==> config.mk <==
export PLATFORM = sky130hd
export DESIGN_NAME = seq_multiplier_flat
export DESIGN_NICKNAME = d
export VERILOG_FILES = /design/src/rtl/seq_multiplier_pkg.sv /design/src/rtl/seq_multiplier_if.sv /design/src/rtl/seq_mul_sign_adapt.sv /design/src/rtl/seq_multiplier.sv /design/src/flat_wrapper.sv
export SDC_FILE = /design/constraint.sdc
export NUM_CORES = 1
export LEC_CHECK = 0
export CORE_AREA = 8 8 68 70
export DETAILED_ROUTE_END_ITERATION = 8
export DIE_AREA = 0 0 76 78
export PLACE_DENSITY = 0.66
export SKIP_CTS_REPAIR_TIMING = 1
export SLEW_MARGIN = 10
export SYNTH_ARGS = -nofsm -noshare
export SYNTH_HDL_FRONTEND = slang
export SYNTH_SLANG_ARGS = --single-unit
==> constraint.sdc <==
create_clock -name Clk -period 4.6 [get_ports Clk]
set_input_delay 0.92 -clock Clk [delete_from_list [all_inputs] [get_ports Clk]]
set_output_delay 0.92 -clock Clk [all_outputs]
set_load 0.005 [all_outputs]
==> src/rtl/seq_multiplier_pkg.sv <==
// Shared state encoding, default operand width and a bit-length helper for seq_multiplier.
// Build option SEQ_MULTIPLIER_SIGNED_EN adds the FIX state used for the registered sign fix-up.
package seq_multiplier_pkg;

  localparam int SEQ_MUL_WIDTH_DEF = 4;

`ifdef SEQ_MULTIPLIER_SIGNED_EN
  typedef enum logic [1:0] {
    ST_IDLE = 2'd0,
    ST_RUN  = 2'd1,
    ST_DONE = 2'd2,
    ST_FIX  = 2'd3
  } state_e;
`else
  typedef enum logic [1:0] {
    ST_IDLE = 2'd0,
    ST_RUN  = 2'd1,
    ST_DONE = 2'd2
  } state_e;
`endif

  // Position of the highest set bit plus one; 0 for a zero value.
  function automatic int bit_len(input logic [63:0] v);
    int n;
    n = 0;
    for (int i = 0; i < 64; i++) begin
      if (v[i]) n = i + 1;
    end
    return n;
  endfunction

endpackage

==> src/rtl/seq_multiplier_if.sv <==
// Start/ack request bus of seq_multiplier: operands in, product and status out.
interface seq_multiplier_if #(
  parameter int WIDTH = 4
);
  logic               start;
  logic [WIDTH-1:0]   a;
  logic [WIDTH-1:0]   b;
  logic [2*WIDTH-1:0] rezultat;
  logic               ack;
  logic               busy;

  modport master (output start, a, b, input rezultat, ack, busy);
  modport slave  (input start, a, b, output rezultat, ack, busy);
endinterface

==> src/rtl/seq_mul_sign_adapt.sv <==
// Combinational sign helper: operand magnitudes at accept, conditional negation at completion.
// Only compiled when SEQ_MULTIPLIER_SIGNED_EN is defined.
`ifdef SEQ_MULTIPLIER_SIGNED_EN
module seq_mul_sign_adapt #(
  parameter int WIDTH = 4
) (
  input  logic [WIDTH-1:0]   a_i,
  input  logic [WIDTH-1:0]   b_i,
  input  logic [2*WIDTH-1:0] acc_i,
  input  logic               neg_i,
  output logic [WIDTH-1:0]   a_mag_o,
  output logic [WIDTH-1:0]   b_mag_o,
  output logic               neg_o,
  output logic [2*WIDTH-1:0] res_o
);
  // The most negative value negates to itself, which read unsigned is its magnitude.
  assign a_mag_o = a_i[WIDTH-1] ? -a_i : a_i;
  assign b_mag_o = b_i[WIDTH-1] ? -b_i : b_i;
  assign neg_o   = a_i[WIDTH-1] ^ b_i[WIDTH-1];
  assign res_o   = neg_i ? -acc_i : acc_i;
endmodule
`endif

==> src/rtl/seq_multiplier.sv <==
// Shift-add multiplier, one step per set-or-clear bit of b up to its bit length; ack pulses one cycle.
// Build option SEQ_MULTIPLIER_SIGNED_EN enables two's-complement operands with a registered fix-up.
module seq_multiplier
  import seq_multiplier_pkg::*;
#(
  parameter int WIDTH = SEQ_MUL_WIDTH_DEF
) (
  input logic           Clk,
  input logic           Rst,
  seq_multiplier_if.slave bus
);
  localparam int PW = 2 * WIDTH;

  state_e           state_q, state_d;
  logic [PW-1:0]    x_q, x_d;
  logic [PW-1:0]    acc_q, acc_d;
  logic [PW-1:0]    rez_q, rez_d;
  logic [WIDTH-1:0] y_q, y_d;
  logic [WIDTH-1:0] a_lat, b_lat;
  logic             accept;

`ifdef SEQ_MULTIPLIER_SIGNED_EN
  logic          neg_q, neg_d;
  logic          neg_new;
  logic [PW-1:0] res_fix;

  seq_mul_sign_adapt #(.WIDTH(WIDTH)) u_sign (
    .a_i     (bus.a),
    .b_i     (bus.b),
    .acc_i   (acc_q),
    .neg_i   (neg_q),
    .a_mag_o (a_lat),
    .b_mag_o (b_lat),
    .neg_o   (neg_new),
    .res_o   (res_fix)
  );
`else
  assign a_lat = bus.a;
  assign b_lat = bus.b;
`endif

  always_comb begin
    state_d = state_q;
    x_d     = x_q;
    y_d     = y_q;
    acc_d   = acc_q;
    rez_d   = rez_q;
    accept  = 1'b0;
`ifdef SEQ_MULTIPLIER_SIGNED_EN
    neg_d   = neg_q;
`endif
    case (state_q)
      ST_IDLE: accept = bus.start;
      ST_RUN: begin
        if (y_q == '0) begin
`ifdef SEQ_MULTIPLIER_SIGNED_EN
          state_d = ST_FIX;
`else
          state_d = ST_DONE;
          rez_d   = acc_q;
`endif
        end else begin
          if (y_q[0]) acc_d = acc_q + x_q;
          x_d = x_q << 1;
          y_d = y_q >> 1;
        end
      end
`ifdef SEQ_MULTIPLIER_SIGNED_EN
      ST_FIX: begin
        rez_d   = res_fix;
        state_d = ST_DONE;
      end
`endif
      // The DONE exit edge doubles as the first IDLE sample, so a held start
      // yields one result every n+2 cycles.
      ST_DONE: begin
        state_d = ST_IDLE;
        accept  = bus.start;
      end
      default: state_d = ST_IDLE;
    endcase

    if (accept) begin
      state_d = ST_RUN;
      x_d     = {{WIDTH{1'b0}}, a_lat};
      y_d     = b_lat;
      acc_d   = '0;
`ifdef SEQ_MULTIPLIER_SIGNED_EN
      neg_d   = neg_new;
`endif
    end
  end

  always_ff @(posedge Clk or posedge Rst) begin
    if (Rst) begin
      state_q <= ST_IDLE;
      x_q     <= '0;
      y_q     <= '0;
      acc_q   <= '0;
      rez_q   <= '0;
    end else begin
      state_q <= state_d;
      x_q     <= x_d;
      y_q     <= y_d;
      acc_q   <= acc_d;
      rez_q   <= rez_d;
    end
  end

`ifdef SEQ_MULTIPLIER_SIGNED_EN
  always_ff @(posedge Clk or posedge Rst) begin
    if (Rst) neg_q <= 1'b0;
    else     neg_q <= neg_d;
  end
`endif

  assign bus.rezultat = rez_q;
  assign bus.ack      = (state_q == ST_DONE);
  assign bus.busy     = (state_q != ST_IDLE);

endmodule

==> src/flat_wrapper.sv <==
// flat-port wrapper written by rule: the top's interface ports become plain ports
module seq_multiplier_flat import seq_multiplier_pkg::*;
#(
  parameter int WIDTH = SEQ_MUL_WIDTH_DEF
)
  (Clk, Rst, bus_start, bus_a, bus_b, bus_rezultat, bus_ack, bus_busy);
  seq_multiplier_if #(.WIDTH(WIDTH)) bus_i ();
  input logic Clk;
  input logic Rst;
  input wire logic [$bits(bus_i.start)-1:0] bus_start;
  input wire logic [$bits(bus_i.a)-1:0] bus_a;
  input wire logic [$bits(bus_i.b)-1:0] bus_b;
  output wire logic [$bits(bus_i.rezultat)-1:0] bus_rezultat;
  output wire logic [$bits(bus_i.ack)-1:0] bus_ack;
  output wire logic [$bits(bus_i.busy)-1:0] bus_busy;
  assign bus_i.start = bus_start;
  assign bus_i.a = bus_a;
  assign bus_i.b = bus_b;
  assign bus_rezultat = bus_i.rezultat;
  assign bus_ack = bus_i.ack;
  assign bus_busy = bus_i.busy;
  seq_multiplier #(.WIDTH(WIDTH)) u_core (.Clk(Clk), .Rst(Rst), .bus(bus_i));
endmodule
==> results.yml <==
setup_path:
  worst_setup_path_start_kind: "register"
  slowest_stage: "clkdlybuf4s50_1"
  worstPathRequired_ns: 3.68
  path_max_fanout: 5
  crit_arrival_ns: 1.47
  path_class: "register to output pin"
  crit_chain: "or2_2, clkdlybuf4s50_1"
  slowest_delay_ns: 0.45
  worst_setup_path_end_kind: "output pin"
flow_run:
  cap_violations: 0
layout:
  syn2layout_area_growth_pct: 17.4
  n_antenna_cell: 0
  final_common_cell: "nand2_1"
  n_fill_cell: 351
  layout_common_cells: "nand2_1, dfrtp_1, clkdlybuf4s50_1, nor2_1, o21ai_1"
  drive_gt1_frac: 0.0484
  final_nets: 205
synth:
  post_synth.cell_area_avg_sq_um: 9.24
  synth.area.top_cells: "dfrtp_1, nand2_1, ha_1"
  synth_fp_nets: 186
  synth_edf_count: 0
  yosysTopAreaCellShare: 0.487
  ys_seq_elements: 30
  yosysUniqueCellTypes: 33
  synthCells: 167
  yosys_warnings: 0
  synth_ff_type: "dfrtp_1"
  synth_area_leader_cell: "dfrtp_1"
  yosysSeqAreaShare: 0.487
  async_flop_share: 1.00
  syn_area_sq_um: 1540
detailed_routing:
  firstDrtPassIters: 4
  wirelength_um: 3010
  num_vias: 1214
  wl_met2_um: 1520
  drc: 0
  initialDrtViolationCount: 31
  wl_met3_um: 183
  routedWlPerCell_um: 12.9
  drt-vias-per-instance: 5.19
  ant_nets: 0
  drt-met1-wl_um: 1290
  top_layer_used: "met4"
clock_tree:
  insertion_delay_ns: 0.32
  cts.clk_slew.worst_paths_ns: 0.08
  clock-root-buffer: "clkbuf_4"
  cts_made_buffers: 5
  clk_path_buf_depth: 2
  cts_tree: "yes"
  ctsHtreeMaxLevel: 2
  cts_sinks: 30
floorplanning:
  coreArea_sq_um: 3550
  io_pins: 21
  chipWidth_um: 76
  row_count: 22
  fp.dieArea_sq_um: 5930
  initial_core_util: 0.434
  dieHeight_um: 78
grt:
  grt_pass1_vias: 1230
  grt-ovfl-total: 0
  grt_antenna_before_repair: 0
  grt_pass1_wl_um: 5290
  grt_start_max_net_pins: 31
  grt_util_all_layers: 0.109
sta:
  period_share: 0.520
  final.setup.tns_ns: 0
  hold_viol: 0
  fin_crit_ns: 2.39
  finalMaxSlewViolations: 0
  rsz0062_at_grt: "no"
  tightest_slew_ns: 1.06
  timing.hold.ws_ns: 0.474
  timing.slew.headroom: 0.286
  finalSetupViolCount: 0
  worst_slack_ns: 2.21
  fmax_mhz: 418
  fin_skew_ns: 0.0124
outcome:
  status: "completed"
placement:
  gp_congestion: 0.805
  dp_hpwl_um: 2230
  port_buffers: 20
  dp_slack_ns: 2.00
hold_path:
  min-delay-path-class: "register to register"
power:
  powerDensity_nw_per_um2: 703
  p_leak_nw: 0.853
  ir_drop_uv: 298
  fin_total_pwr_mw: 1.27
==> final timing paths <==
kind | startpoint | end | slack [ns] | depth (start not counted)
worst max-delay path | u_core.state_q[0] | bus_busy | 2.21 | 2
worst min-delay path | u_core.bus.rezultat[4] | u_core.bus.rezultat[4] | 0.47 | 2
worst max register to register | u_core.state_q[1] | u_core.acc_q[7] | 2.37 | 5
worst min register to register | u_core.bus.rezultat[4] | u_core.bus.rezultat[4] | 0.47 | 2
max in group asynchronous | Rst | u_core.bus.rezultat[3] | 3.08 | 2
min in group asynchronous | Rst | u_core.state_q[1] | 1.03 | 2
==> final cells by class <==
class	instances	area [sq um]	area share
inverter	7	26.3	0.0145
timing repair buffer	20	200	0.111
multi-input combinational	122	728	0.402
sequential	30	751	0.415
tap	48	60.1	0.0332
clock buffer	7	45.0	0.0249
==> metrics by stage <==
stage                      util  std cells  area (sq um)
after floorplan               -        167          1540
after global placement    0.497        227          1770
after detailed placement  0.497        227          1770
after CTS                 0.510        234          1810
after global routing      0.510        234          1810
final                     0.510        234          1810
==> critical path, delay by kind of cell (launching register included) <==
family        cells  cell delay, ns
flops             1            0.41
buf+inv           1            0.45
simple gates      1            0.30
==> cells by family after synthesis <==
group           Yosys count  synth area share
xor+xnor                  4            0.0227
fa+ha+maj                 8            0.0697
flops                    30             0.487
mux                       6            0.0389
compound gates           32             0.125
buf+inv                  15            0.0414
simple gates             72             0.216
==> where the power goes <==
group / internal (mW) / switching, mW / total [mW]
logic: 0.310 / 0.351 / 0.661
registers: 0.381 / 0.0917 / 0.473
clock network: 0.0575 / 0.0819 / 0.139
==> cell usage after synthesis, drive strengths merged (2+ instances only) <==
library cell,count
xnor2,2
buf,2
a21o,2
inv,7
o22ai,4
nor3b,4
dfrtp,30
a21oi,8
nor2,12
clkbuf,5
or3,3
o21bai,2
ha,7
nand3,7
nand2b,2
xor2,2
o21ai,13
mux2i,6
nand2,37
==> routing by layer <==
layer,GRT usage,vias to the layer above
met5,0,-
met4,0.0353,0
met3,0.0541,4
met2,0.191,28
met1,0.111,573
li1,-,609
==> flip-flops by register name, summed over array words and instances, names as in the netlist <==
name,flops
u_core.x_q,8
u_core.bus.rezultat,8
u_core.y_q,4
u_core.state_q,2
u_core.acc_q,8
No activity file was read; power rests on OpenSTA's default activity.
